File: config.mk
export PLATFORM = sky130hd
export DESIGN_NAME = board_io
export DESIGN_NICKNAME = d
export VERILOG_FILES = /design/src/rtl/board_io.sv
export SDC_FILE = /design/constraint.sdc
export NUM_CORES = 1
export LEC_CHECK = 0
export CORE_ASPECT_RATIO = 1.4
export CORE_MARGIN = 2
export CORE_UTILIZATION = 59
export DETAILED_ROUTE_END_ITERATION = 12
export PLACE_DENSITY = 0.76
export SLEW_MARGIN = 15
export SYNTH_ARGS = -nofsm -noshare
export SYNTH_HDL_FRONTEND = slang
export SYNTH_SLANG_ARGS = --single-unit
export TNS_END_PERCENT = 30
File: constraint.sdc
create_clock -name i_clk -period 2.7 [get_ports i_clk]
set_input_delay 0.54 -clock i_clk [delete_from_list [all_inputs] [get_ports i_clk]]
set_output_delay 0.54 -clock i_clk [all_outputs]
set_load 0.03 [all_outputs]
File: src/rtl/board_io.sv
// board_io: board-level I/O conditioner between raw FPGA pins and the MCU core.
//
// Purpose:
//   - Debounces N_SW active-low push-buttons and emits one-cycle edge pulses.
//   - Drives N_LED LEDs from asynchronous activity sources, each with a
//     selectable mode (direct, inverted, pulse-stretched, off).
//   - Holds the MCU in reset for RST_CYCLES cycles after i_rst deasserts.
//
// Ports:
//   i_clk        system clock, all logic on the rising edge
//   i_rst        synchronous active-high reset
//   i_sw_in      raw asynchronous switch pins
//   o_sw_db      debounced switch levels
//   o_sw_rise    one-cycle pulse when o_sw_db goes 0->1
//   o_sw_fall    one-cycle pulse when o_sw_db goes 1->0
//   i_led_src    asynchronous LED activity sources
//   i_led_mode   per-LED mode, bits [2i+1:2i]: 00 direct, 01 inverted, 10 stretch, 11 off
//   o_led_out    registered LED drive
//   o_mcu_rst_n  active-low MCU reset, released after the delay
module board_io #(
  parameter int unsigned       N_SW          = 4,
  parameter int unsigned       N_LED         = 8,
  parameter logic              SW_IDLE       = 1'b1,
  parameter logic [N_LED-1:0]  LED_IDLE      = {N_LED{1'b0}},
  parameter int unsigned       DEBOUNCE_BITS = 16,
  parameter int unsigned       STRETCH_BITS  = 22,
  parameter int unsigned       RST_CYCLES    = 16
) (
  input  logic               i_clk,
  input  logic               i_rst,
  input  logic [N_SW-1:0]    i_sw_in,
  output logic [N_SW-1:0]    o_sw_db,
  output logic [N_SW-1:0]    o_sw_rise,
  output logic [N_SW-1:0]    o_sw_fall,
  input  logic [N_LED-1:0]   i_led_src,
  input  logic [2*N_LED-1:0] i_led_mode,
  output logic [N_LED-1:0]   o_led_out,
  output logic               o_mcu_rst_n
);

  localparam int unsigned RST_W = $clog2(RST_CYCLES + 1);

  localparam logic [DEBOUNCE_BITS-1:0] DB_ONE  = DEBOUNCE_BITS'(1);
  localparam logic [STRETCH_BITS-1:0]  STR_ONE = STRETCH_BITS'(1);
  localparam logic [RST_W-1:0]         RST_ONE = RST_W'(1);
  localparam logic [RST_W-1:0]         RST_MAX = RST_W'(RST_CYCLES);

  // ---------------------------------------------------------------------------
  // Switch path: 2-flop synchroniser then debounce
  // ---------------------------------------------------------------------------
  logic [N_SW-1:0]          r_sw_meta;
  logic [N_SW-1:0]          r_sw_sync;
  logic [N_SW-1:0]          r_sw_db;
  logic [N_SW-1:0]          r_sw_rise;
  logic [N_SW-1:0]          r_sw_fall;
  logic [DEBOUNCE_BITS-1:0] r_db_cnt [N_SW];

  logic [N_SW-1:0]          w_sw_db_d;
  logic [N_SW-1:0]          w_sw_rise_d;
  logic [N_SW-1:0]          w_sw_fall_d;
  logic [DEBOUNCE_BITS-1:0] w_db_cnt_d [N_SW];

  always_comb begin
    for (int i = 0; i < int'(N_SW); i++) begin
      w_sw_db_d[i]   = r_sw_db[i];
      w_sw_rise_d[i] = 1'b0;
      w_sw_fall_d[i] = 1'b0;
      w_db_cnt_d[i]  = r_db_cnt[i];
      if (r_sw_sync[i] == r_sw_db[i]) begin
        // Any return to the accepted level restarts the acceptance period.
        w_db_cnt_d[i] = '0;
      end else if (&r_db_cnt[i]) begin
        w_sw_db_d[i]   = r_sw_sync[i];
        w_sw_rise_d[i] = r_sw_sync[i];
        w_sw_fall_d[i] = ~r_sw_sync[i];
        w_db_cnt_d[i]  = '0;
      end else begin
        w_db_cnt_d[i] = r_db_cnt[i] + DB_ONE;
      end
    end
  end

  always_ff @(posedge i_clk) begin
    if (i_rst) begin
      r_sw_meta <= {N_SW{SW_IDLE}};
      r_sw_sync <= {N_SW{SW_IDLE}};
      r_sw_db   <= {N_SW{SW_IDLE}};
      r_sw_rise <= '0;
      r_sw_fall <= '0;
      for (int i = 0; i < int'(N_SW); i++) begin
        r_db_cnt[i] <= '0;
      end
    end else begin
      r_sw_meta <= i_sw_in;
      r_sw_sync <= r_sw_meta;
      r_sw_db   <= w_sw_db_d;
      r_sw_rise <= w_sw_rise_d;
      r_sw_fall <= w_sw_fall_d;
      for (int i = 0; i < int'(N_SW); i++) begin
        r_db_cnt[i] <= w_db_cnt_d[i];
      end
    end
  end

  assign o_sw_db   = r_sw_db;
  assign o_sw_rise = r_sw_rise;
  assign o_sw_fall = r_sw_fall;

  // ---------------------------------------------------------------------------
  // LED path: 2-flop synchroniser, edge-detect flop, stretch counter, output reg
  // ---------------------------------------------------------------------------
  logic [N_LED-1:0]        r_led_meta;
  logic [N_LED-1:0]        r_led_sync;
  logic [N_LED-1:0]        r_led_prev;
  logic [N_LED-1:0]        r_led_out;
  logic [STRETCH_BITS-1:0] r_str_cnt [N_LED];

  logic [N_LED-1:0]        w_led_edge;
  logic [N_LED-1:0]        w_led_out_d;
  logic [STRETCH_BITS-1:0] w_str_cnt_d [N_LED];

  assign w_led_edge = r_led_sync ^ r_led_prev;

  always_comb begin
    for (int i = 0; i < int'(N_LED); i++) begin
      // Counter runs in every mode so switching to stretch shows recent activity.
      w_str_cnt_d[i] = r_str_cnt[i];
      if (w_led_edge[i]) begin
        w_str_cnt_d[i] = '1;
      end else if (r_str_cnt[i] != '0) begin
        w_str_cnt_d[i] = r_str_cnt[i] - STR_ONE;
      end

      w_led_out_d[i] = 1'b0;
      unique case (i_led_mode[2*i +: 2])
        2'b00:   w_led_out_d[i] = r_led_sync[i];
        2'b01:   w_led_out_d[i] = ~r_led_sync[i];
        2'b10:   w_led_out_d[i] = (r_str_cnt[i] != '0);
        default: w_led_out_d[i] = 1'b0;
      endcase
    end
  end

  always_ff @(posedge i_clk) begin
    if (i_rst) begin
      r_led_meta <= LED_IDLE;
      r_led_sync <= LED_IDLE;
      r_led_prev <= LED_IDLE;
      r_led_out  <= '0;
      for (int i = 0; i < int'(N_LED); i++) begin
        r_str_cnt[i] <= '0;
      end
    end else begin
      r_led_meta <= i_led_src;
      r_led_sync <= r_led_meta;
      r_led_prev <= r_led_sync;
      r_led_out  <= w_led_out_d;
      for (int i = 0; i < int'(N_LED); i++) begin
        r_str_cnt[i] <= w_str_cnt_d[i];
      end
    end
  end

  assign o_led_out = r_led_out;

  // ---------------------------------------------------------------------------
  // MCU reset sequencer
  // ---------------------------------------------------------------------------
  logic [RST_W-1:0] r_rst_cnt;
  logic             r_mcu_rst_n;

  always_ff @(posedge i_clk) begin
    if (i_rst) begin
      r_rst_cnt   <= '0;
      r_mcu_rst_n <= 1'b0;
    end else begin
      if (r_rst_cnt < RST_MAX) begin
        r_rst_cnt <= r_rst_cnt + RST_ONE;
      end
      // Registered compare adds the final edge of the RST_CYCLES+1 delay.
      r_mcu_rst_n <= (r_rst_cnt == RST_MAX);
    end
  end

  assign o_mcu_rst_n = r_mcu_rst_n;

endmodule

### Yosys cells after proc, flatten, opt, wreduce, memory -nomap -nowiden

Memories as Yosys holds them, arrays and structs flattened.
Cells that the tools add are included.

| word-level totals | value |
|---|---|
| flip-flop bits (word level) | 58 |
| latch bits | 0 |
| memory bits (writable) | 240 |
| ROM bits | 0 |
| bits of input ports | 30 |
| output and inout bits | 21 |
| logic and storage cells | 165 |
| memories | 2 |

Memories:

| memory | words | width | rd ports | clocked after Yosys merged registers in | write ports | line | source |
|---|---|---|---|---|---|---|---|
| r_str_cnt | 8 | 22 | 8 | 0 | 8 | 116 | `logic [STRETCH_BITS-1:0] r_str_cnt [N_LED];` |
| r_db_cnt | 4 | 16 | 4 | 0 | 4 | 56 | `logic [DEBOUNCE_BITS-1:0] r_db_cnt [N_SW];` |

| operators by class | value |
|---|---|
| add/sub/neg operators | 13 |
| multipliers | 0 |
| divide/modulo/power cells | 0 |
| order comparisons | 1 |
| equal/unequal tests | 21 |
| shift-type cells | 0 |
| mux-type cells | 47 |
| bitwise logic cells | 33 |
| reductions and logical operators | 28 |

Operators by type and width:

| cell | count |
|---|---|
| $mux W22 | 24 |
| $mux W16 | 12 |
| $reduce_bool A22 Y1 | 8 |
| $sub A22 B1 Y22 const B | 8 |
| $reduce_and A17 Y1 | 4 |
| $add A16 B1 Y16 const B | 4 |
| $reduce_and A16 Y1 | 4 |
| $pmux W1 S3 | 8 |
| $not A1 Y1 | 20 |
| $eq A2 B1 Y1 const B | 8 |
| $eq A2 B2 Y1 const B | 8 |
| $logic_not A2 Y1 | 8 |
| $or A1 B1 Y1 | 12 |
| $reduce_or A3 Y1 | 4 |
| $xor A8 B8 Y8 | 1 |
| $add A5 B1 Y5 const B | 1 |
| $eq A5 B5 Y1 const B | 1 |
| $lt A5 B5 Y1 const B | 1 |
| $eq A1 B1 Y1 | 4 |
| $mux W1 | 3 |

### Logic depth before layout (Yosys ltp)

| depth | value |
|---|---|
| depth after elaboration | 4 |
| mapped depth | 9 |
| depth with buffers taken out | 7 |

### Worst setup path after synthesis

No wires, ideal clock.

| timing | value |
|---|---|
| kind | register -> register |
| from | mem r_str_cnt[2][0] (netlist: r_str_cnt[0][44]) |
| to | mem r_str_cnt[2][16] (netlist: r_str_cnt[0][60]) |
| setup time | 0.074 ns |
| arrival time | 2.195 ns |
| data required time | 2.626 ns |
| slack | 0.431 ns |
| stages on the path, launching flop included | 8 |
| path buffers | 1 |
| clock period less this slack | 2.269 ns |
| path through | dfxtp_1 -> inv_1 -> ha_1 -> or4b_1 -> or3_1 -> buf_2 -> or4_1 -> a31oi_1 |

RTL lines:

| element | line |
|---|---|
| start, declared | 116 |

==> key figures <==
Outcome
  • Status: complete, no violations

Yosys
  • Post-synth EDFFs: 0
  • Synth top area share: 44.5%
  • FFs w/ async S/R, synth: 0%
  • Ys Warns: 0
  • Avg Cell Area, Syn: 8.83 sq um
  • Synth area leader: dfxtp_1
  • Top-count cell post-synth: dfxtp_1
  • Synth unique cells: 66
  • Cell Area, Synth: 0.0134 sq mm
  • Synth Instances: 1,518
  • Sequential element share of the synthesized area: 44.5%
  • Most instantiated cells after synthesis: dfxtp_1, a21oi_1, nor2_1
  • Ys flop type: dfxtp_1
  • Cells taking the most area after synthesis: dfxtp_1, xnor2_1, a21oi_1
  • Seq cells post-synth: 298
  • Syn_nets: 1,562

Power
  • P_leak: 5.29 nW
  • Power Density: 777 mW/mm^2
  • Maximum vdd drop: 0.548 mV

Detailed routing
  • Vias/cell: 5.81
  • Vias after detailed routing: 10.9k
  • Drt drc: 0
  • WL final: 26.3 mm
  • Antenna-violating nets left: 0
  • Pre-antenna DRT Iters: 5
  • Iter 0 DRT Violations: 540
  • Post-DR wirelength/cell: 14.0 microns

GRT
  • Total Routing Usage GR: 21.7%
  • Total grt overflow: 0
  • First-pass GRT wire length: 46.2 mm
  • Initial antenna violation count: 0
  • Largest net degree at the start of global routing: 144
  • Number of global-route vias before repair: 10.6k

STA
  • F_max: 0.403 GHz
  • Crit share post-route: 91.8%
  • Slew HR: 34.3%
  • Final Max Slew Viols: 0
  • Setup Skew: 0.00954 ns
  • RSZ-0062 raised after global routing: false
  • Final setup viols: 0
  • Final count of hold timing violations: 0
  • Fin Setup TNS: 0 ns
  • Least-Margin Pin Slew: 0.979 ns
  • Post-route minimum period: 2.48 ns
  • Final Worst Setup Slack: 0.221 ns
  • Worst hold margin: 0.355 ns

CTS
  • CTS buffer count: 29
  • CTS root buf: clkbuf_16
  • Clock tree sinks: 298
  • Postcts setup bufs: 0
  • Later-pin clock latency in the skew report: 0.53 ns
  • Post-CTS Hold Buffers: 0
  • Max Root-Sink Buffers: 3
  • CTS tree: yes
  • Depth of the CTS H-tree: 1
  • Post-CTS Resized: 0
  • Clk slew on worst S/H paths: 0.06 ns

Critical path
  • Critical path endpoint category: flop
  • CP Launch Type: flop
  • CP Data Required Time: 3.16 ns
  • Critical path data arrival time: 2.94 ns
  • Setup CP Type: reg2reg
  • CP Max Fanout: 9

Placement
  • HPWL after DPL: 16.9 mm
  • Post-place setup slack: 0.227 ns
  • RePlAce Congestion: 0.823
  • Cells after DPL: 1,834
  • IO buf count: 50

Final layout
  • Final core occ: 67.5%
  • # fillers: 1,892
  • Final std cells w/o fill: 1,883
  • N_diodes: 0
  • Share of layout cells above drive strength 1: 7.40%
  • Synthesis-to-layout area growth: 13.1%
  • Layout Nets: 1,608

Die
  • Die height: 182 microns
  • Die ar.: 0.0240 sq mm
  • Core Footprint: 0.0224 sq mm
  • IO Pins: 51
  • Die width: 131 microns
  • Initial Util: 59.7%
  • Row Count: 65

Worst hold path
  • Worst hold path class: in2reg

Flow run
  • MaxCap Viol Count: 0
final timing paths:
check,startpoint,to,slack [ns],cells after the start
max,r_str_cnt[0][44]$_SDFFE_PP0P_,r_str_cnt[0][60]$_SDFFE_PP0P_,0.22,6
min,i_rst,r_led_meta[5]$_SDFF_PP0_,0.36,2
max reg2reg,r_str_cnt[0][44]$_SDFFE_PP0P_,r_str_cnt[0][60]$_SDFFE_PP0P_,0.22,6
min reg2reg,r_sw_meta[3]$_SDFF_PP1_,r_sw_sync[3]$_SDFF_PP1_,0.41,1
worst max-delay path, stage by stage, from the launching register on:
cell     delay (ns)
dfxtp_1        0.32
inv_1          0.09
ha_1           0.25
or4b_1         0.51
or3_1          0.52
or4_1          0.54
a31oi_1        0.17
state kept, by name, indices dropped and copies added, names as in the netlist, 5 cells and up:
| name | count |
|---|---|
| r_led_prev | 8 |
| r_rst_cnt | 5 |
| r_db_cnt | 64 |
| r_led_sync | 8 |
| r_led_meta | 8 |
| o_led_out | 8 |
| r_str_cnt | 176 |
kinds of logic after synthesis:
logic type,share of synthesized area (%)
buffers and inverters,3.15
muxes,1.32
and+or+nand+nor,23.2
AOI/OAI and AO/OA,14.8
xor gates and xnor gates,11.7
adders and majority gates,1.31
DFF,44.5
metrics by stage:
step	area, sq um	power, mW
3_3_place_gp	14300	7.94
2_1_floorplan	13400	7.41
6_report	15200	11.8
5_1_grt	15200	12.4
3_5_place_dp	14300	8.02
4_1_cts	15200	11.9
cells in the final DEF (no fill, tap or decap), types with 5 or more instances in the layout:
cell	instances
a2111oi_0	15
a211oi_1	11
a21oi_1	164
a311oi_1	5
a31oi_1	45
and3_1	9
and4_1	13
buf_4	30
clkbuf_1	7
clkbuf_16	29
clkbuf_8	8
clkdlybuf4s50_1	49
dfxtp_1	298
ha_1	14
inv_1	43
mux2i_1	12
nand2_1	83
nand2b_1	9
nand3_1	46
nand3b_1	5
nand4_1	32
nand4b_1	5
nor2_1	151
nor2b_1	30
nor3_1	46
nor3b_1	5
nor4_1	33
o211ai_1	8
o21ai_0	35
o31ai_1	11
o41ai_1	6
or2_2	18
or3_1	32
or4_1	25
xnor2_1	97
xor2_1	82
power breakdown:
part | internal [mW] | leakage (nW) | switching, mW
Combinational | 1.16 | 2.40 | 1.46
Clock | 2.18 | 0.439 | 1.62
Sequential | 4.87 | 2.45 | 0.489
area by class of cell:
class,count,area [sq um],share of cell area [%]
inverters,43,161,1.06
well taps,301,377,2.48
flip-flops and latches,298,5970,39.4
clock buffers,44,862,5.69
repair buffers,81,747,4.93
clock inverters,5,27.5,0.182
multi-input cells,1111,7020,46.3
layer usage:
metal	GRT usage (%)	vias to the layer above	share of wire, %
li1	-	5539	-
met1	24.6	5218	43
met5	0	-	0
met2	42.3	140	52
met3	2.75	38	3.0
met4	6.57	0	1.9
Note: power is estimated with default switching activity, not from simulation.
==> RTL edit 1 (same settings) <==
Remove the register `r_sw_rise`: a continuous assignment takes its place, so the output `o_sw_rise` follows one clock earlier.
--- a/src/rtl/board_io.sv
+++ b/src/rtl/board_io.sv
@@ -85,7 +85,6 @@
       r_sw_meta <= {N_SW{SW_IDLE}};
       r_sw_sync <= {N_SW{SW_IDLE}};
       r_sw_db   <= {N_SW{SW_IDLE}};
-      r_sw_rise <= '0;
       r_sw_fall <= '0;
       for (int i = 0; i < int'(N_SW); i++) begin
         r_db_cnt[i] <= '0;
@@ -94,13 +93,14 @@
       r_sw_meta <= i_sw_in;
       r_sw_sync <= r_sw_meta;
       r_sw_db   <= w_sw_db_d;
-      r_sw_rise <= w_sw_rise_d;
       r_sw_fall <= w_sw_fall_d;
       for (int i = 0; i < int'(N_SW); i++) begin
         r_db_cnt[i] <= w_db_cnt_d[i];
       end
     end
   end
+
+  assign r_sw_rise = w_sw_rise_d;
 
   assign o_sw_db   = r_sw_db;
   assign o_sw_rise = r_sw_rise;
Formal check against the unedited RTL: no difference found for any inputs over 10 cycles, from zero or initial values and one cycle with i_rst high; that may be too few to reach the edited logic, so the function may still have changed.
==> RTL edit 1 against the original RTL <==
Critical path depth unchanged; power is 1.2% higher; wire length down 0.48%; non-clock buffer count rose by 11; final area increased by 0.35%; setup slack lost 0.21 ns; sequential cell count decreased by 4; synthesized area down 0.90%; global-route usage rose by 0.12 points; clock power is 6.3% higher; combinational power down 2%; worst hold slack better by 0.027 ns; largest cell class unchanged.
==> RTL edit 1: results (changes against the original RTL) <==
[status]
status=finished, final reports clean

[layout]
signal_buffer_area_fraction_pct=5.27  ; +0.34 points
multi_input_area_mm2=0.00701  ; about the same
multi_input_area_share_pct=46.1  ; -0.20 points
clkbuf_count=41  ; -6.8%
nNonClkBuffers=92  ; +14%
ff_latch_area_mm2=0.00589  ; -1.3%
nFillCells=1863  ; -1.5%
clkCellAreaFrac_pct=6.39  ; +0.52 points
fin_nets=1624  ; +1.0%
final_cells=1901  ; +0.96%
drive_gt1_share_pct=9.19  ; +1.8 points
comb.multi_input.count=1120  ; +0.81%

[synth]
yosysWarnings=0  ; unchanged
synth_cell_types=62  ; -6.1%
synth_xor_area_share_pct=11.7  ; +0.040 points
synth-compound-area-share_pct=15.0  ; +0.21 points
synth.area.top_cells=dfxtp_1 (44%), xor2_1 (6.0%), a21oi_1 (5.8%), xnor2_1 (5.7%), nor2_1 (4.3%)
synth_top_cells_by_count=dfxtp_1 (294), a21oi_1 (155), nor2_1 (151), xor2_1 (91), xnor2_1 (87)
syn_area_per_cell_um2=8.73  ; -1.2%
synth.area.mux_share_pct=0.801  ; -0.52 points
yosysSeqAreaShare_pct=44.3  ; -0.20 points

[clock_tree]
cts_resized=13  ; +13
cts_buffers=29  ; unchanged

[global_route]
grt_pass1_vias=10796  ; +1.4%
met1_usage_pct=24.1  ; -0.46 points
grt_max_degree=62  ; -57%
grtUsageMet3_pct=2.56  ; -0.19 points
grt_usage_pct=21.9  ; +0.12 points
use_met2_pct=42.7  ; +0.35 points
grt_pass1_wl_um=45100  ; -2.5%

[setup_path]
slowest_delay_ns=0.39  ; -0.15 ns
slowest_stage=or3_4
crit_path_max_fanout=5  ; -4
cp.arrival_ns=2.15  ; -0.79 ns

[place]
dpl.hpwl_um=17500  ; +3.1%
placed_area_mm2=0.0142  ; -0.42%
dp_cells=1849  ; +0.82%
post-place-ws_ns=0.142  ; -0.0843 ns
gp_congestion=0.828  ; +0.57%

[pwr]
irDropWorstVdd_uv=578  ; +5.6%
power_switching_mw=3.54  ; -0.83%
power.leakage_nw=5.31  ; +0.43%
comb_power_share_pct=21.7  ; -0.5 points
seq_power_mw=5.30  ; -1%
power_density_mw_per_mm2=783  ; +0.82%

[timing]
fin_skew_ns=0.00817  ; -0.00137 ns
tightest_slew_ns=0.983  ; +0.00399 ns

[route]
viasPerCell=5.82  ; +0.14%
drt_iter0_drc=535  ; -0.93%
wl_met1_um=11000  ; -2.1%
route.met2.wl_um=14000  ; +1.7%
dr.pass1.iters=5  ; unchanged
wl_per_cell_um=13.8  ; -1.4%
wl_met3_um=714  ; -9.3%

==> RTL edit 1: cell count changes after synthesis, sizes merged, moves of 6 or more <==
cell,delta
xnor2,-10
o21ai,+13
nor3,+16
nand2,-11
mux2i,-7
nand2b,+8
xor2,+9
a2111oi,-10
or3,-6
a21oi,-9
o211ai,+13
==> RTL edit 1: critical path, delay by kind of cell (launching register included) <==
family / cells / cell delay, ns
adder cells (fa/ha/maj): 1 / 0.20
AND/OR/NAND/NOR: 4 / 0.87
buffers and inverters: 1 / 0.17
flip-flops: 1 / 0.35
==> RTL edit 1: worst paths after layout <==
kind	startpoint	endpoint	slack, ns	cells after the start
setup reg to reg	r_str_cnt[1][66]	r_str_cnt[1][67]	0.33	7
hold / removal	i_rst	r_rst_cnt[4]	0.38	2
hold reg to reg	r_sw_meta[3]	r_sw_sync[3]	0.41	1
setup / recovery	r_db_cnt[2][0]	o_sw_rise[2]	0.01	6
==> RTL edit 2 (same settings) <==
Without the edit above. Change the parameter `N_LED` from 8 to 4.
--- a/src/rtl/board_io.sv
+++ b/src/rtl/board_io.sv
@@ -19,7 +19,7 @@
 //   o_mcu_rst_n  active-low MCU reset, released after the delay
 module board_io #(
   parameter int unsigned       N_SW          = 4,
-  parameter int unsigned       N_LED         = 8,
+  parameter int unsigned       N_LED         = 4,
   parameter logic              SW_IDLE       = 1'b1,
   parameter logic [N_LED-1:0]  LED_IDLE      = {N_LED{1'b0}},
   parameter int unsigned       DEBOUNCE_BITS = 16,
Ports: changed (resized i_led_mode, i_led_src and o_led_out); port bits go from 51 to 35. No check against the original RTL was run, so the function may have changed too.
==> RTL edit 2 against the original RTL <==
First-iteration DRC count decreased by 49%; core utilization increased by 0.95 points; synthesized area decreased by 37%; final area decreased by 37%; sequential cell count decreased by 104; wire length decreased by 40%; setup slack improved by 0.019 ns; power decreased by 40%; critical path depth decreased by 1; critical path type unchanged; critical endpoint is now r_str_cnt[2][1]; highest routed layer unchanged.
==> RTL edit 2: results (changes against the original RTL) <==
[place]
post-place-ws_ns=0.276  ; +0.0492 ns
dp_cells=1160  ; -37%
gp_congestion=0.809  ; -1.7%
dpl.hpwl_um=10600  ; -38%
port_buffers=34  ; -32%
placed_area_mm2=0.00901  ; -37%

[clock_tree]
root_buffer=clkbuf_16
htree_levels=4  ; +3
cts_buffer_depth=2  ; -1
clock_latency_ns=0.42  ; -0.11 ns
cts_resized=0  ; unchanged
cts_buffers=17  ; -41%

[status]
status=finished, final reports clean

[layout]
reg.largest.list=r_str_cnt (88), r_db_cnt (64), r_rst_cnt (5)
drive_gt1_share_pct=6.37  ; -1.0 points
nFillCells=1131  ; -40%
n_antenna_cell=0  ; unchanged
fin_nets=1022  ; -36%

[synth]
syn_nets=988  ; -37%
synth_cell_types=54  ; -18%
syn_area_per_cell_um2=8.81  ; -0.19%
synth.area.top_cells=dfxtp_1 (46%), xor2_1 (7.2%), nor2_1 (5.2%), xnor2_1 (4.9%), a21oi_1 (4.6%)
synth_top_cells_by_count=dfxtp_1 (194), nor2_1 (117), a21oi_1 (77), xor2_1 (70), nand2_1 (51)
yosysSeqAreaShare_pct=45.9  ; +1.4 points

[pwr]
power_switching_mw=2.01  ; -44%
power.leakage_nw=3.33  ; -37%
irDropWorstVdd_uv=375  ; -32%

[timing]
fin_skew_ns=0.00563  ; -0.00391 ns
slew_headroom_pct=38.5  ; +4.3 points

[setup_path]
cp.arrival_ns=2.81  ; -0.13 ns
crit_path_max_fanout=10  ; +1
slowest_stage=or4_1
slowest_delay_ns=0.64  ; +0.10 ns

[route]
dr.pass1.iters=4  ; -1
wirelength_um=15800  ; -40%
viasPerCell=5.63  ; -3.0%
vias=6702  ; -39%
drt_iter0_drc=278  ; -49%

[global_route]
grt_pass1_vias=6391  ; -40%
antenna_found_initial=0  ; unchanged
grt_max_degree=76  ; -47%
grt_usage_pct=21.6  ; -0.17 points
grt_pass1_wl_um=28000  ; -39%

[job]
drv_cap=0  ; unchanged

[min_path]
hold_path_class=flop to flop

==> RTL edit 2: area by class of cell <==
| class | instances | area [µm²] | area share [%] |
|---|---|---|---|
| multi-input combinational | 700 | 4320 | 45.2 |
| sequential | 194 | 3880 | 40.6 |
| timing repair buffer | 50 | 458 | 4.78 |
| clock buffer | 21 | 450 | 4.71 |
| tap | 185 | 231 | 2.42 |
| inverter | 31 | 116 | 1.22 |
| clock inverter | 9 | 109 | 1.14 |
==> RTL edit 2: metrics by stage <==
| step | power, mW | util, % |
|---|---|---|
| floorplan | 4.37 | - |
| global placement | 4.63 | 64.5 |
| detailed placement | 4.65 | 64.5 |
| CTS | 7.06 | 68.5 |
| global route | 7.42 | 68.5 |
| finish | 7.01 | 68.5 |
==> RTL edit 2: cells by family (layout without fill, tap and decap cells) <==
kind of cell	Yosys count	count (layout)	synth area share, %
AOI/OAI and AO/OA	179	179	12.6
DFF	194	194	45.9
and+or+nand+nor	388	388	24.2
adders and majority gates	10	10	1.48
xor gates and xnor gates	117	117	12.1
muxes	6	6	0.769
buffers and inverters	66	111	3.03
==> RTL edit 2: power groups by stage <==
| stage | Combinational, mW | Sequential (mW) | Clock (mW) |
|---|---|---|---|
| detailed placement | 1.25 | 3.40 | 0 |
| global placement | 1.24 | 3.39 | 0 |
| finish | 1.27 | 3.34 | 2.41 |
| floorplan | 1.02 | 3.35 | 0 |
| global route | 1.45 | 3.37 | 2.60 |
| CTS | 1.27 | 3.34 | 2.46 |
==> RTL edit 2: worst paths after layout <==
path	start	to	slack [ns]	depth (start not counted)
max	r_str_cnt[2][10]	r_str_cnt[2][1]	0.24	5
min	r_sw_meta[2]	r_sw_sync[2]	0.41	1
max reg2reg	r_str_cnt[2][10]	r_str_cnt[2][1]	0.24	5
min reg2reg	r_sw_meta[2]	r_sw_sync[2]	0.41	1
==> RTL edit 2: per-layer routing <==
metal  global-route usage [%]  wire (µm)  vias to the layer above
met4                     7.33        162                        0
li1                         -          -                     3482
met2                     38.5       8020                       74
met1                     25.3       7180                     3135
met3                     4.84        404                       11
met5                        0          0                        -
